`config.mk`:
```
export PLATFORM = sky130hd
export DESIGN_NAME = barrel_shift_sched
export DESIGN_NICKNAME = d
export VERILOG_FILES = /design/src/rtl/barrel_shift_sched_pkg.sv /design/src/rtl/barrel_shift_sched_rr_arbiter.sv /design/src/rtl/barrel_shift_sched.sv
export SDC_FILE = /design/constraint.sdc
export NUM_CORES = 1
export LEC_CHECK = 0
export ABC_AREA = 1
export CAP_MARGIN = 10
export CORE_UTILIZATION = 50
export CTS_BUF_LIST = sky130_fd_sc_hd__clkbuf_4 sky130_fd_sc_hd__clkbuf_8
export CTS_CLUSTER_DIAMETER = 200
export DETAILED_ROUTE_END_ITERATION = 16
export DONT_BUFFER_PORTS = 1
export PLACE_DENSITY_LB_ADDON = 0.05
export SYNTH_ARGS = -nofsm -noshare
export SYNTH_HDL_FRONTEND = slang
export SYNTH_SLANG_ARGS = --single-unit
export TNS_END_PERCENT = 100
```
`constraint.sdc`:
```
create_clock -name clk -period 3.6 [get_ports clk]
set_input_delay 1.08 -clock clk [delete_from_list [all_inputs] [get_ports clk]]
set_output_delay 1.08 -clock clk [all_outputs]
set_load 0.05 [all_outputs]
```
`src/rtl/barrel_shift_sched_pkg.sv`:
```
// Shared types for the barrel shifter scheduler.
// Optional feature macro: BARREL_SHIFT_SCHED_ROTATE_EN (adds the SHIFT2 pass).
package barrel_shift_sched_pkg;

   localparam int DEFAULT_WIDTH   = 8;
   localparam int DEFAULT_NUM_REQ = 4;

   // SHIFT2 is only reachable when rotate support is compiled in.
   typedef enum logic [1:0] {
      IDLE   = 2'd0,
      SHIFT  = 2'd1,
      SHIFT2 = 2'd2,
      RESP   = 2'd3
   } state_t;

endpackage

```
`src/rtl/barrel_shift_sched_rr_arbiter.sv`:
```
// Combinational round-robin priority arbiter: first requester at or
// after ptr (with wrap) wins. Grant is one-hot or zero.
module rr_arbiter
   import barrel_shift_sched_pkg::*;
#(
   parameter int NUM_REQ = DEFAULT_NUM_REQ,
   parameter int ID_W    = $clog2(NUM_REQ)
) (
   input  logic [NUM_REQ-1:0] req,
   input  logic [ID_W-1:0]    ptr,
   output logic [NUM_REQ-1:0] grant,
   output logic [ID_W-1:0]    grant_idx
);

   localparam logic [ID_W:0] NUM_REQ_V = (ID_W+1)'(NUM_REQ);

   logic [ID_W:0]   sum;
   logic [ID_W-1:0] idx;
   logic            found;

   // Walk from ptr upward, wrapping once, and stop at the first active request.
   always_comb begin
      grant     = '0;
      grant_idx = '0;
      found     = 1'b0;
      sum       = '0;
      idx       = '0;
      for (int off = 0; off < NUM_REQ; off++) begin
         sum = {1'b0, ptr} + (ID_W+1)'(off);
         if (sum >= NUM_REQ_V) begin
            sum = sum - NUM_REQ_V;
         end
         idx = sum[ID_W-1:0];
         if (!found && req[idx]) begin
            found      = 1'b1;
            grant[idx] = 1'b1;
            grant_idx  = idx;
         end
      end
   end

endmodule

```
`src/rtl/barrel_shift_sched.sv`:
```
// Round-robin scheduler sharing one external combinational barrel shifter
// among NUM_REQ requesters; one registered response channel with requester ID.
// Optional feature macro: BARREL_SHIFT_SCHED_ROTATE_EN (two-pass rotate).
//
// Handshakes: a request transfers in a cycle where req_valid[i] && req_ready[i];
// a response transfers in a cycle where rsp_valid && rsp_ready. Senders hold
// valid and payload stable until the transfer; ready never depends on
// anything but state, the valid vector and the round-robin pointer.
module barrel_shift_sched
   import barrel_shift_sched_pkg::*;
#(
   parameter int WIDTH   = DEFAULT_WIDTH,
   parameter int NUM_REQ = DEFAULT_NUM_REQ,
   parameter int SHAMT_W = $clog2(WIDTH),
   parameter int ID_W    = $clog2(NUM_REQ)
) (
   input  logic                       clk,
   input  logic                       rst_n,
   input  logic [NUM_REQ-1:0]         req_valid,
   output logic [NUM_REQ-1:0]         req_ready,
   input  logic [NUM_REQ*WIDTH-1:0]   req_data,
   input  logic [NUM_REQ*SHAMT_W-1:0] req_shamt,
   input  logic [NUM_REQ-1:0]         req_left,
`ifdef BARREL_SHIFT_SCHED_ROTATE_EN
   input  logic [NUM_REQ-1:0]         req_rotate,
`endif
   output logic                       rsp_valid,
   input  logic                       rsp_ready,
   output logic [WIDTH-1:0]           rsp_data,
   output logic [ID_W-1:0]            rsp_id,
   output logic [WIDTH-1:0]           sh_data_in,
   output logic [SHAMT_W-1:0]         sh_shift_amount,
   output logic                       sh_shift_left,
   input  logic [WIDTH-1:0]           sh_data_out,
   output logic [1:0]                 dbg_state
);

   state_t               state_q, state_d;
   logic [ID_W-1:0]      rr_ptr_q, rr_ptr_d;
   logic [ID_W-1:0]      id_q, id_d;
   logic [WIDTH-1:0]     sh_data_q, sh_data_d;
   logic [SHAMT_W-1:0]   sh_shamt_q, sh_shamt_d;
   logic                 sh_left_q, sh_left_d;
   logic [WIDTH-1:0]     rsp_data_q, rsp_data_d;
   logic                 rsp_valid_q, rsp_valid_d;
`ifdef BARREL_SHIFT_SCHED_ROTATE_EN
   logic                 rot_q, rot_d;
   logic [WIDTH-1:0]     tmp_q, tmp_d;
   logic                 sel_rot;
`endif

   logic [NUM_REQ-1:0]   grant;
   logic [ID_W-1:0]      grant_idx;
   logic [WIDTH-1:0]     sel_data;
   logic [SHAMT_W-1:0]   sel_shamt;
   logic                 sel_left;
   logic                 accept;

   rr_arbiter #(
      .NUM_REQ (NUM_REQ),
      .ID_W    (ID_W)
   ) u_arb (
      .req       (req_valid),
      .ptr       (rr_ptr_q),
      .grant     (grant),
      .grant_idx (grant_idx)
   );

   // Ready only while idle and out of reset, so a reset drops it at once.
   assign req_ready = (state_q == IDLE && rst_n) ? grant : '0;
   assign accept    = |req_ready;

   // One-hot payload mux for the granted requester.
   always_comb begin
      sel_data  = '0;
      sel_shamt = '0;
      sel_left  = 1'b0;
`ifdef BARREL_SHIFT_SCHED_ROTATE_EN
      sel_rot   = 1'b0;
`endif
      for (int i = 0; i < NUM_REQ; i++) begin
         if (grant[i]) begin
            sel_data  = sel_data  | req_data[i*WIDTH +: WIDTH];
            sel_shamt = sel_shamt | req_shamt[i*SHAMT_W +: SHAMT_W];
            sel_left  = sel_left  | req_left[i];
`ifdef BARREL_SHIFT_SCHED_ROTATE_EN
            sel_rot   = sel_rot   | req_rotate[i];
`endif
         end
      end
   end

   // Next-state and datapath updates; every register holds unless its state acts.
   always_comb begin
      state_d     = state_q;
      rr_ptr_d    = rr_ptr_q;
      id_d        = id_q;
      sh_data_d   = sh_data_q;
      sh_shamt_d  = sh_shamt_q;
      sh_left_d   = sh_left_q;
      rsp_data_d  = rsp_data_q;
      rsp_valid_d = rsp_valid_q;
`ifdef BARREL_SHIFT_SCHED_ROTATE_EN
      rot_d       = rot_q;
      tmp_d       = tmp_q;
`endif
      case (state_q)
         IDLE: begin
            if (accept) begin
               sh_data_d  = sel_data;
               sh_shamt_d = sel_shamt;
               sh_left_d  = sel_left;
               id_d       = grant_idx;
               rr_ptr_d   = (grant_idx == ID_W'(NUM_REQ-1)) ? '0 : grant_idx + 1'b1;
`ifdef BARREL_SHIFT_SCHED_ROTATE_EN
               rot_d      = sel_rot;
`endif
               state_d    = SHIFT;
            end
         end
         SHIFT: begin
`ifdef BARREL_SHIFT_SCHED_ROTATE_EN
            if (rot_q && sh_shamt_q != '0) begin
               // Second pass brings back the bits the first pass shifted out.
               tmp_d      = sh_data_out;
               sh_shamt_d = SHAMT_W'(WIDTH - int'(sh_shamt_q));
               sh_left_d  = ~sh_left_q;
               state_d    = SHIFT2;
            end else begin
               rsp_data_d  = sh_data_out;
               rsp_valid_d = 1'b1;
               state_d     = RESP;
            end
`else
            rsp_data_d  = sh_data_out;
            rsp_valid_d = 1'b1;
            state_d     = RESP;
`endif
         end
`ifdef BARREL_SHIFT_SCHED_ROTATE_EN
         SHIFT2: begin
            rsp_data_d  = tmp_q | sh_data_out;
            rsp_valid_d = 1'b1;
            state_d     = RESP;
         end
`endif
         RESP: begin
            if (rsp_ready) begin
               rsp_valid_d = 1'b0;
               state_d     = IDLE;
            end
         end
         default: begin
            state_d = IDLE;
         end
      endcase
   end

   // State and datapath registers; reset aborts any operation in flight.
   always_ff @(posedge clk or negedge rst_n) begin
      if (!rst_n) begin
         state_q     <= IDLE;
         rr_ptr_q    <= '0;
         id_q        <= '0;
         sh_data_q   <= '0;
         sh_shamt_q  <= '0;
         sh_left_q   <= 1'b0;
         rsp_data_q  <= '0;
         rsp_valid_q <= 1'b0;
`ifdef BARREL_SHIFT_SCHED_ROTATE_EN
         rot_q       <= 1'b0;
         tmp_q       <= '0;
`endif
      end else begin
         state_q     <= state_d;
         rr_ptr_q    <= rr_ptr_d;
         id_q        <= id_d;
         sh_data_q   <= sh_data_d;
         sh_shamt_q  <= sh_shamt_d;
         sh_left_q   <= sh_left_d;
         rsp_data_q  <= rsp_data_d;
         rsp_valid_q <= rsp_valid_d;
`ifdef BARREL_SHIFT_SCHED_ROTATE_EN
         rot_q       <= rot_d;
         tmp_q       <= tmp_d;
`endif
      end
   end

   assign rsp_valid       = rsp_valid_q;
   assign rsp_data        = rsp_data_q;
   assign rsp_id          = id_q;
   assign sh_data_in      = sh_data_q;
   assign sh_shift_amount = sh_shamt_q;
   assign sh_shift_left   = sh_left_q;
   assign dbg_state       = state_q;

endmodule

```
# Word level (Yosys, flattened, before mapping)
# Cells that the tools add are included.
dict set report word_totals {
  elab_cells 112
  regBits 27
  inputBits 63
  out_inout_bits 29
}
dict set report classes {
  reduce_logical 17
  n_eq_ne 5
  mux 50
  bitwise 12
  add_sub_neg 8
  order_cmp 12
}
# operator n
set op_table {}
lappend op_table {{2-to-1 mux 8 bit} 4}
lappend op_table {{OR 8 bit} 3}
lappend op_table {{2-to-1 mux 2 bit} 11}
lappend op_table {{2-to-1 mux 4 bit} 5}
lappend op_table {{2-to-1 mux 1 bit} 16}
lappend op_table {{< comparator 2 x 3 -> 1 bit, second input constant} 4}
lappend op_table {{2-to-1 mux 3 bit} 4}
lappend op_table {{OR 4 bit} 3}
lappend op_table {{greater-or-equal comparator 3 bit, second input constant} 3}
lappend op_table {{OR 3 bit} 3}
lappend op_table {{binary-select mux 1 bit (select 2 bit)} 4}
lappend op_table {{demux 1 bit (select 2 bit)} 4}
lappend op_table {{greater-or-equal comparator 2 x 1 -> 1 bit, second input constant} 4}
lappend op_table {{logical AND 1 bit} 8}
lappend op_table {{subtractor 2 x 1 -> 2 bit, second input constant} 4}
lappend op_table {{adder 2 x 2 -> 3 bit, second input constant} 2}
lappend op_table {{case mux 2 bit (3 select lines)} 1}
lappend op_table {{AND reduction 2 bit} 3}
lappend op_table {{== test 2 bit, second input constant} 2}
lappend op_table {{inequality test 2 bit, second input constant} 2}
lappend op_table {{OR reduction 4 bit} 1}
lappend op_table {{adder 2 x 1 -> 3 bit, second input constant} 1}
lappend op_table {{greater-or-equal comparator 2 x 3 -> 1 bit, second input constant} 1}
lappend op_table {{logical NOT 1 bit} 3}
lappend op_table {{6 further kinds} 8}

# Longest topological paths before layout
# Gate-level depths: netlist of run 1.
dict set report logic_depth {
  word_depth 21
  ltp_mapped 15
  depth_no_buf 15
}

# Modules after synthesis
# A second synthesis of run 1 with hierarchy kept.
dict set report hier_totals {
  hier_cells 247
  area_unflattened_um2 1863.0
}
# mod instances seq_area_each_um2 area_per_inst_um2 cells_per_inst
set modules_own_cells {}
lappend modules_own_cells {barrel_shift_sched 1 675.6 1423.9 174}
lappend modules_own_cells {rr_arbiter 1 0.0 439.2 73}

# Worst setup path before layout of run 1
# No wires, ideal clock.
dict set report synth_timing {
  path_type {input-to-output}
  startpoint {in req_valid[3]}
  endpoint {out req_ready[1]}
  required_ns 2.520
  arrival_time_ns 2.382
  n_path_buf 2
  setup_slack_ns 0.138
  path_stages 11
  path_cell_list {inv_1 > nand2_1 > nand3_2 > nand2_4 > nor2_4 > buf_6 > nand3_1 > nand3_2 > buf_2 > nand2_1 > inv_1}
}
dict set report synth_between {
  elab_chain_len 13
  elab_cells_between_ends 25
  classes_between {mux (16); bitwise (3); reduce/logical (6)}
}
# element line_no
set synth_rtl {}
lappend synth_rtl {{from (decl)} barrel_shift_sched.sv:19} ;# input logic [NUM_REQ-1:0] req_valid,
lappend synth_rtl {{binary-select mux 1 bit (select 2 bit)} barrel_shift_sched_rr_arbiter.sv:34} ;# if (!found && req[idx]) begin
lappend synth_rtl {{2-to-1 mux 1 bit (implied by the code)} barrel_shift_sched_rr_arbiter.sv:34}
lappend synth_rtl {{2-to-1 mux 1 bit} barrel_shift_sched_rr_arbiter.sv:34}
lappend synth_rtl {{logical NOT 1 bit} barrel_shift_sched_rr_arbiter.sv:34}
lappend synth_rtl {{logical AND 1 bit} barrel_shift_sched_rr_arbiter.sv:34}
lappend synth_rtl {{2-to-1 mux 1 bit} barrel_shift_sched_rr_arbiter.sv:34}
lappend synth_rtl {{logical NOT 1 bit} barrel_shift_sched_rr_arbiter.sv:34}
lappend synth_rtl {{logical AND 1 bit} barrel_shift_sched_rr_arbiter.sv:34}
lappend synth_rtl {{2-to-1 mux 1 bit} barrel_shift_sched_rr_arbiter.sv:34}
lappend synth_rtl {{logical NOT 1 bit} barrel_shift_sched_rr_arbiter.sv:34}
lappend synth_rtl {{logical AND 1 bit} barrel_shift_sched_rr_arbiter.sv:34}
lappend synth_rtl {{2-to-1 mux 4 bit *} barrel_shift_sched_rr_arbiter.sv:34}
lappend synth_rtl {{2-to-1 mux 4 bit *} barrel_shift_sched.sv:70} ;# assign req_ready = (state_q == IDLE && rst_n) ? grant : '0;
lappend synth_rtl {{to (decl)} barrel_shift_sched.sv:20} ;# output logic [NUM_REQ-1:0] req_ready,
# Every way passes the cells marked *; elsewhere a longest branch is shown, timed or not. The select of a mux whose other input is x is not followed.

# Final worst setup path of run 1
dict set report layout_timing {
  startpoint {reg rr_ptr_q[1]}
  endpoint {out req_ready[1]}
}
dict set report layout_between {
  elab_chain_len 15
  elab_cells_between_ends 60
  classes_between {add/sub (7); order compare (12); mux (28); bitwise (3); reduce/logical (10)}
}
# element line_no
set layout_rtl {}
lappend layout_rtl {{from (decl)} barrel_shift_sched.sv:39} ;# logic [ID_W-1:0] rr_ptr_q, rr_ptr_d;
lappend layout_rtl {{from (signal assigned)} barrel_shift_sched.sv:176} ;# rr_ptr_q <= rr_ptr_d;
lappend layout_rtl {{parallel branches: the longest is 13 deep, another holds adder 2 x 1 -> 3 bit} --}
lappend layout_rtl {{2-to-1 mux 4 bit *} barrel_shift_sched_rr_arbiter.sv:34}
lappend layout_rtl {{2-to-1 mux 4 bit *} barrel_shift_sched.sv:70}
# Mark *: on every way between the ends. The select of a mux whose other input is x is not followed.

==> results.sh, run 1 <==
export IMPL_track_usage_pct=22.7
export IMPL_grt_pass1_wl_mm=7.11
export IMPL_cts_setup_buffers=0
export IMPL_firstDrtPassIters=5
export IMPL_drive_above_1_share_pct=17.9
export IMPL_finalCritPeriodShare_pct=92.2
export IMPL_dp_slack_ps=339
export IMPL_reg2regPathDepth=13
export IMPL_ys_ff_latch=27
export IMPL_drc=0
export IMPL_cts_tree="built"
export IMPL_synth_ff_type="dfrtp_1"
export IMPL_cts_root_buf="clkbuf_8"
export IMPL_detail_route_antenna_nets=0
export IMPL_synth_distinct_cells=27
export IMPL_synth_nets=327
export IMPL_wl_per_cell_um=13.9
export IMPL_grt_max_degree=29
export IMPL_setup_tns_ps=0
export IMPL_grt_pass1_vias=1587
export IMPL_tightest_slew_ps=544
export IMPL_overflow=0
export IMPL_slew_headroom_pct=63.7
export IMPL_cts_sinks=27
export IMPL_worstPathArrival_ps=2240
export IMPL_synth_area_leaders="dfrtp_1, nand2_1, nand3_1"
export IMPL_startpoint_type="flip-flop"
export IMPL_cts_path_max_buffers=2
export IMPL_numPortBuffers=0
export IMPL_num_vias=1656
export IMPL_place_hpwl_mm=3.35
export IMPL_place_gp_congestion=0.910
export IMPL_rsz0062_at_grt="no"
export IMPL_finalHoldViolations=0
export IMPL_synth_top_cell_area_share_pct=35.9
export IMPL_r2r_start="rr_ptr_q[1]"
export IMPL_async_reset_ff_share_pct=100
export IMPL_yosys_top_cells_count="nand2_1, dfrtp_1, nand3_1"
export IMPL_drt_initial_drc_count=74
export IMPL_die_area_um2=4020
export IMPL_avgSynthCellArea_um2=7.33
export IMPL_synth_top_area_cell="dfrtp_1"
export IMPL_numCtsBuffers=3
export IMPL_drv_cap=0
export IMPL_cp_max_fo=7
export IMPL_post_cts_resized=0
export IMPL_maxClockFrequency_mhz=301
export IMPL_synth_edf_count=0
export IMPL_skew_ps=6.77
export IMPL_antenna_found_initial=0
export IMPL_netlist_area_um2=1880
export IMPL_h_tree_depth=1
export IMPL_hold_path_class="in2async"
export IMPL_num_rows=21
export IMPL_fin_nets=334
export IMPL_setup_violations=0
export IMPL_r2r_end="dbg_state[0]"
export IMPL_r2r_slack_ps=1020
export IMPL_initial_core_util_pct=54.3
export IMPL_ys_seq_area_share_pct=35.9
export IMPL_die_h_um=63.4
export IMPL_finalMaxSlewViolations=0
export IMPL_outcome="finished, final reports clean"
export IMPL_timing_hold_ws_ps=493
export IMPL_clkTransAtPathRegs_ps=90
export IMPL_end_kind="output pin"
export IMPL_critPathKind="reg2out"
export IMPL_setup_ws_ps=281
export IMPL_antenna_diode_count=0
export IMPL_yosysWarnings=0
export IMPL_cts_hold_buf=0
export IMPL_top_level_ports=92
export IMPL_wirelength_mm=4.28
export IMPL_synth_most_common_cell="nand2_1"
export IMPL_die_x_um=63.4
export IMPL_crit_path_start="rr_ptr_q[1]"
export IMPL_core_area_um2=3470
export IMPL_crit_path_end="req_ready[1]"
export IMPL_clk_latency_ps=270
export IMPL_period_minus_slack_ps=3320
export IMPL_vias_per_cell=5.36
export IMPL_area_growth_pct=8.90
export IMPL_syn_inst=257
export IMPL_worstPathRequired_ps=2520
[worst min-delay path by stage]
stage,slack (ps),end,depth (start not counted),start
5_1_grt,470,sh_data_in[0],0,rst_n
3_3_place_gp,620,rr_ptr_q[1],3,rr_ptr_q[1]
3_5_place_dp,630,rr_ptr_q[1],3,rr_ptr_q[1]
6_report,490,sh_data_in[0],0,rst_n
4_1_cts,490,sh_data_in[0],0,rst_n
2_1_floorplan,570,rr_ptr_q[1],2,rr_ptr_q[1]
[stage by stage]
stage	area (um^2)	utilization, %	instances
2_1_floorplan	1880	-	257
3_3_place_gp	2000	57.8	305
3_5_place_dp	2000	57.8	305
4_1_cts	2050	59.1	309
5_1_grt	2050	59.1	309
6_report	2050	59.1	309
[registers in the layout, indices dropped and copies added, names as in the netlist, named ones only]
signal,count
rr_ptr_q,1
sh_shift_left,1
sh_data_in,8
rsp_id,2
rsp_data,8
sh_shift_amount,3
dbg_state,2
rsp_valid,1
[cells by family (layout without fill, tap and decap cells)]
| logic type | count (synthesis) | after routing | share of synthesized area (%) |
|---|---|---|---|
| compound gates | 11 | 11 | 4.05 |
| flops | 27 | 27 | 35.9 |
| fa+ha+maj | 7 | 7 | 4.65 |
| simple gates | 179 | 179 | 43.7 |
| buf+inv | 25 | 31 | 6.98 |
| mux | 8 | 8 | 4.78 |
[per-layer routing]
metal  track usage [%]  share of wire [%]
met2              41.4                 53
met5                 0                  0
met1              26.1                 40
met4              5.40               0.68
met3              6.16                6.8
[cells in the final DEF (no fill, tap or decap), drive strengths merged]
cell type | Yosys | routed
dfrtp | 27 | 27
nand2 | 135 | 135
a31oi | 1 | 1
clkbuf | 1 | 3
inv | 16 | 16
nand3b | 1 | 1
nand4 | 13 | 13
buf | 8 | 11
o21ai | 3 | 3
clkinv | 0 | 1
ha | 7 | 7
nand3 | 26 | 26
mux2 | 8 | 8
a21boi | 5 | 5
nor3b | 1 | 1
nor2 | 3 | 3
a21oi | 2 | 2
[worst max-delay path: stages (launching register included)]
cell and delay, ps:
dfrtp_1 350, inv_1 140, ha_1 400, inv_1 130
nand3_1 100, nand2_1 50, nor2_1 300, a21boi_1 130
nand3_2 90, nand2_1 50, inv_1 90, buf_12 140
[layout make-up]
type	instances	area [um^2]
timing repair buffer	11	133
multi-input combinational	205	1080
inverter	16	62.6
clock inverter	1	5.00
fill	357	1420
tap	46	57.6
clock buffer	3	41.3
sequential	27	676
Power of run 1 is left out: the tool's default activity adds up to more than one toggle a clock period on the data nets, which glitch-free logic cannot reach.
==> run 2, diff against run 1 <==
--- a/config.mk
+++ b/config.mk
@@ -12,7 +12,9 @@
 export CTS_CLUSTER_DIAMETER = 200
 export DETAILED_ROUTE_END_ITERATION = 16
 export DONT_BUFFER_PORTS = 1
+export GPL_ROUTABILITY_DRIVEN = 0
 export PLACE_DENSITY_LB_ADDON = 0.05
+export RECOVER_POWER = 100
 export SYNTH_ARGS = -nofsm -noshare
 export SYNTH_HDL_FRONTEND = slang
 export SYNTH_SLANG_ARGS = --single-unit
==> run 2 against run 1 <==
  * Largest cell class unchanged
  * Via count increased by 0.18%
  * Cell area shrank 1.7%
  * Critical path type unchanged
  * Register-to-register slack got worse by 640 ps
  * Critical endpoint is now req_ready[2]
  * Clock skew hardly changed
  * Sequential share of layout area rose by 0.57 points
  * Fmax shrank 1.5%
  * Clock-buffer cell count stayed put
  * Die area is the same
==> results.sh, run 2 (same netlist as run 1, synthesis figures left out) <==
export IMPL_worstPathArrival_ps=2290
export IMPL_cts_tree="built"
export IMPL_grt_pass1_wl_mm=7.11
export IMPL_critical_path_cell_chain="inv_1, ha_1, inv_1, nand3_1, nand2_1, nor2_4, nand3_1, nand3_2, nand2_1, inv_1, buf_2"
export IMPL_critPathKind="reg2out"
export IMPL_firstDrtPassIters=5
export IMPL_dp_slack_ps=339
export IMPL_setup_tns_ps=0
export IMPL_maxClockFrequency_mhz=297
export IMPL_skew_ps=6.47
export IMPL_finalCritPeriodShare_pct=93.6
export IMPL_post_cts_resized=0
export IMPL_setup_ws_ps=231
export IMPL_top_level_ports=92
export IMPL_cts_setup_buffers=0
export IMPL_place_hpwl_mm=3.35
export IMPL_num_vias=1659
export IMPL_num_rows=21
export IMPL_tightest_slew_ps=628
export IMPL_finalHoldViolations=0
export IMPL_numCtsBuffers=3
export IMPL_clkTransAtPathRegs_ps=90
export IMPL_outcome="finished, final reports clean"
export IMPL_clk_latency_ps=270
export IMPL_cts_hold_buf=0
export IMPL_fillers=363
export IMPL_placedCellCount=305
export IMPL_crit_path_max_incr_delay_ps=410
export IMPL_core_area_um2=3470
export IMPL_final_cell_mix="nand2_1, dfrtp_1, nand3_1"
export IMPL_die_x_um=63.4
export IMPL_crit_top_cell="inv_1"
export IMPL_startpoint_type="flip-flop"
export IMPL_fin_nets=334
export IMPL_hold_path_class="in2async"
export IMPL_wirelength_mm=4.32
export IMPL_fin_cells=309
export IMPL_area_growth_pct=7.04
export IMPL_track_usage_pct=22.7
export IMPL_worstPathRequired_ps=2520
export IMPL_slew_headroom_pct=58.1
export IMPL_cts_sinks=27
export IMPL_final_common_cell="nand2_1"
export IMPL_detail_route_antenna_nets=0
export IMPL_period_minus_slack_ps=3370
export IMPL_die_area_um2=4020
export IMPL_wl_per_cell_um=14.0
export IMPL_numPortBuffers=0
export IMPL_setup_violations=0
export IMPL_slowest_stage="ha_1"
export IMPL_antenna_diode_count=0
export IMPL_grt_max_degree=29
export IMPL_drv_cap=0
export IMPL_grt_pass1_vias=1587
export IMPL_drive_above_1_share_pct=16.3
export IMPL_h_tree_depth=1
export IMPL_cp_max_fo=12
export IMPL_die_h_um=63.4
export IMPL_antenna_found_initial=0
export IMPL_end_kind="output pin"
export IMPL_cts_path_max_buffers=2
export IMPL_cts_root_buf="clkbuf_8"
export IMPL_vias_per_cell=5.37
export IMPL_drt_initial_drc_count=58
export IMPL_finalMaxSlewViolations=0
export IMPL_rsz0062_at_grt="no"
export IMPL_overflow=0
export IMPL_drc=0
export IMPL_initial_core_util_pct=54.3
==> run 2: routing by layer <==
metal / up-vias / share of wire (%) / track usage, %
met4: 0 / 0.67 / 5.40
met5: - / 0 / 0
li1: 838 / - / -
met1: 754 / 40 / 26.1
met2: 62 / 52 / 41.4
met3: 5 / 6.9 / 6.16
==> run 2: layout make-up <==
class                   instances  area [um^2]  share of cell area [%]
multi-input cells             205         1060                    52.5
flip-flops and latches         27          676                    33.5
repair buffers                 11          118                    5.83
inverters                      16         60.1                    2.98
well taps                      46         57.6                    2.86
clock buffers                   3         41.3                    2.05
clock inverters                 1         5.00                   0.248
==> run 2: path summary, 6_finish.rpt <==
kind	startpoint	to	slack (ps)	cells after the start
max	rr_ptr_q[1]	req_ready[2]	230	11
min	rst_n	sh_data_in[0]	490	0
max reg2reg	rr_ptr_q[1]	dbg_state[0]	380	13
min reg2reg	rr_ptr_q[1]	rr_ptr_q[1]	650	3
max in group asynchronous	rst_n	rsp_data[0]	3030	0
min in group clk	rr_ptr_q[1]	rr_ptr_q[1]	650	3
==> run 2: worst max-delay path: cells and delay by family, from the launching register on <==
kind | cells | cell delay [ps]
AND/OR/NAND/NOR | 6 | 700
buffers and inverters | 4 | 560
adder cells (fa/ha/maj) | 1 | 410
flip-flops | 1 | 350
==> run 2: metrics by stage <==
stage	hold slack [ps]	cell area (um^2)	utilization, %
2_1_floorplan	571	1880	-
3_3_place_gp	623	2000	57.8
3_5_place_dp	627	2000	57.8
4_1_cts	487	2050	59.1
5_1_grt	470	2020	58.1
6_report	493	2020	58.1
Power of run 2 is left out for the same reason.
==> run 3, diff against run 2 <==
--- a/config.mk
+++ b/config.mk
@@ -13,7 +13,6 @@
 export DETAILED_ROUTE_END_ITERATION = 16
 export DONT_BUFFER_PORTS = 1
 export GPL_ROUTABILITY_DRIVEN = 0
-export PLACE_DENSITY_LB_ADDON = 0.05
 export RECOVER_POWER = 100
 export SYNTH_ARGS = -nofsm -noshare
 export SYNTH_HDL_FRONTEND = slang
==> run 3 against run 2 <==
  * Clock skew decreased by 4.5 ps
  * Global-route usage is 0.19 points higher
  * Non-clock buffer count grew 3
  * First-iteration DRC count shrank 1.7%
  * Final cell count grew 0.97%
  * Worst hold slack improved by 8.0 ps
  * Critical path depth up 1
  * Register-to-register slack got worse by 20 ps
  * Routed wire length rose by 1.7%
  * Setup slack got worse by 14 ps
  * Via count increased by 3.3%
  * Critical endpoint is now req_ready[3]
  * Highest routed layer unchanged
==> results.sh, run 3 (same netlist as run 1, synthesis figures left out) <==
export IMPL_multi_input_area_um2=1090
export IMPL_cts_tree="built"
export IMPL_skew_ps=1.95
export IMPL_die_x_um=63.4
export IMPL_finalHoldViolations=0
export IMPL_end_kind="output pin"
export IMPL_clkTransAtPathRegs_ps=80
export IMPL_finalMaxSlewViolations=0
export IMPL_fillers=332
export IMPL_drt_initial_drc_count=57
export IMPL_wl_per_cell_um=14.1
export IMPL_antenna_found_initial=0
export IMPL_antenna_diode_count=0
export IMPL_ff_latch_area_um2=677
export IMPL_h_tree_depth=1
export IMPL_hold_path_class="in2async"
export IMPL_worstPathRequired_ps=2520
export IMPL_vias_per_cell=5.49
export IMPL_drc=0
export IMPL_period_minus_slack_ps=3380
export IMPL_cp_buffers_inverters=5
export IMPL_tightest_slew_ps=719
export IMPL_numCtsBuffers=3
export IMPL_crit_family="buffers and inverters"
export IMPL_cts_path_max_buffers=2
export IMPL_grt_pass1_wl_mm=7.38
export IMPL_drv_cap=0
export IMPL_num_rows=21
export IMPL_maxClockFrequency_mhz=296
export IMPL_cts_root_buf="clkbuf_8"
export IMPL_rsz0062_at_grt="no"
export IMPL_top_level_ports=92
export IMPL_slowest_stage="dfrtp_2"
export IMPL_finalCritPeriodShare_pct=94.0
export IMPL_final_common_cell="nand2_1"
export IMPL_cp_max_fo=7
export IMPL_outcome="finished, final reports clean"
export IMPL_num_vias=1713
export IMPL_clk_latency_ps=260
export IMPL_crit_path_max_incr_delay_ps=480
export IMPL_detail_route_antenna_nets=0
export IMPL_grt_pass1_vias=1740
export IMPL_core_area_um2=3470
export IMPL_firstDrtPassIters=4
export IMPL_cts_sinks=27
export IMPL_fin_nets=337
export IMPL_setup_violations=0
export IMPL_critPathKind="reg2out"
export IMPL_initial_core_util_pct=54.3
export IMPL_final_cell_mix="nand2_1, dfrtp_1, nand3_1"
export IMPL_grt_max_degree=29
export IMPL_track_usage_pct=22.9
export IMPL_critical_path_cell_chain="clkinvlp_4, ha_4, inv_1, nand3_1, nand2_1, nor2_4, clkbuf_2, nand3_1, nand3_2, nand2_1, inv_1, buf_12"
export IMPL_setup_tns_ps=0
export IMPL_overflow=0
export IMPL_slew_headroom_pct=51.8
export IMPL_worstPathArrival_ps=2300
export IMPL_numPortBuffers=0
export IMPL_startpoint_type="flip-flop"
export IMPL_area_growth_pct=11.1
export IMPL_drive_above_1_share_pct=20.3
export IMPL_die_h_um=63.4
export IMPL_wirelength_mm=4.40
export IMPL_place_hpwl_mm=3.42
export IMPL_die_area_um2=4020
==> run 3: path summary, 6_finish.rpt <==
| path | start | to | slack, ps | cells after the start |
|---|---|---|---|---|
| max reg2reg | rr_ptr_q[1] | sh_data_in[2] | 360 | 15 |
| min reg2reg | rr_ptr_q[1] | rr_ptr_q[1] | 640 | 2 |
| max | rr_ptr_q[1] | req_ready[3] | 220 | 12 |
| min | rst_n | rr_ptr_q[1] | 500 | 0 |
| max in group asynchronous | rst_n | rr_ptr_q[1] | 3020 | 0 |
| min in group clk | rr_ptr_q[1] | rr_ptr_q[1] | 640 | 2 |
==> run 3: area by class of cell <==
type                    count  area share, %
well taps                  46           2.75
clock buffers               4           2.33
inverters                  16           3.11
repair buffers             14           7.30
multi-input cells         205           52.2
flip-flops and latches     27           32.4
==> run 3: timing repair <==
item / in CTS / in global routing
setup buffers: 0 / 3
hold endpoints to repair: 0 / 0
hold buffers: 0 / 0
resized for setup: 0 / 4
setup endpoints to repair: 0 / 4
==> run 3: layer usage <==
layer | part of all wire [%] | GRT usage [%]
met3 | 9.1 | 6.16
met1 | 38 | 25.8
met2 | 52 | 43.5
met4 | 0.82 | 2.84
met5 | 0 | 0
==> run 3: through the flow <==
| stage | hold slack (ps) | setup slack (ps) | utilization, % | std cells | cell area [um^2] |
|---|---|---|---|---|---|
| 6_report | 501 | 217 | 60.3 | 312 | 2090 |
| 5_1_grt | 475 | 34.8 | 60.3 | 312 | 2090 |
| 4_1_cts | 490 | 53.7 | 59.2 | 309 | 2050 |
| 3_5_place_dp | 651 | 298 | 57.8 | 305 | 2000 |
| 3_3_place_gp | 643 | 378 | 57.8 | 305 | 2000 |
| 2_1_floorplan | 571 | 138 | - | 257 | 1880 |
Power of run 3 is left out for the same reason.
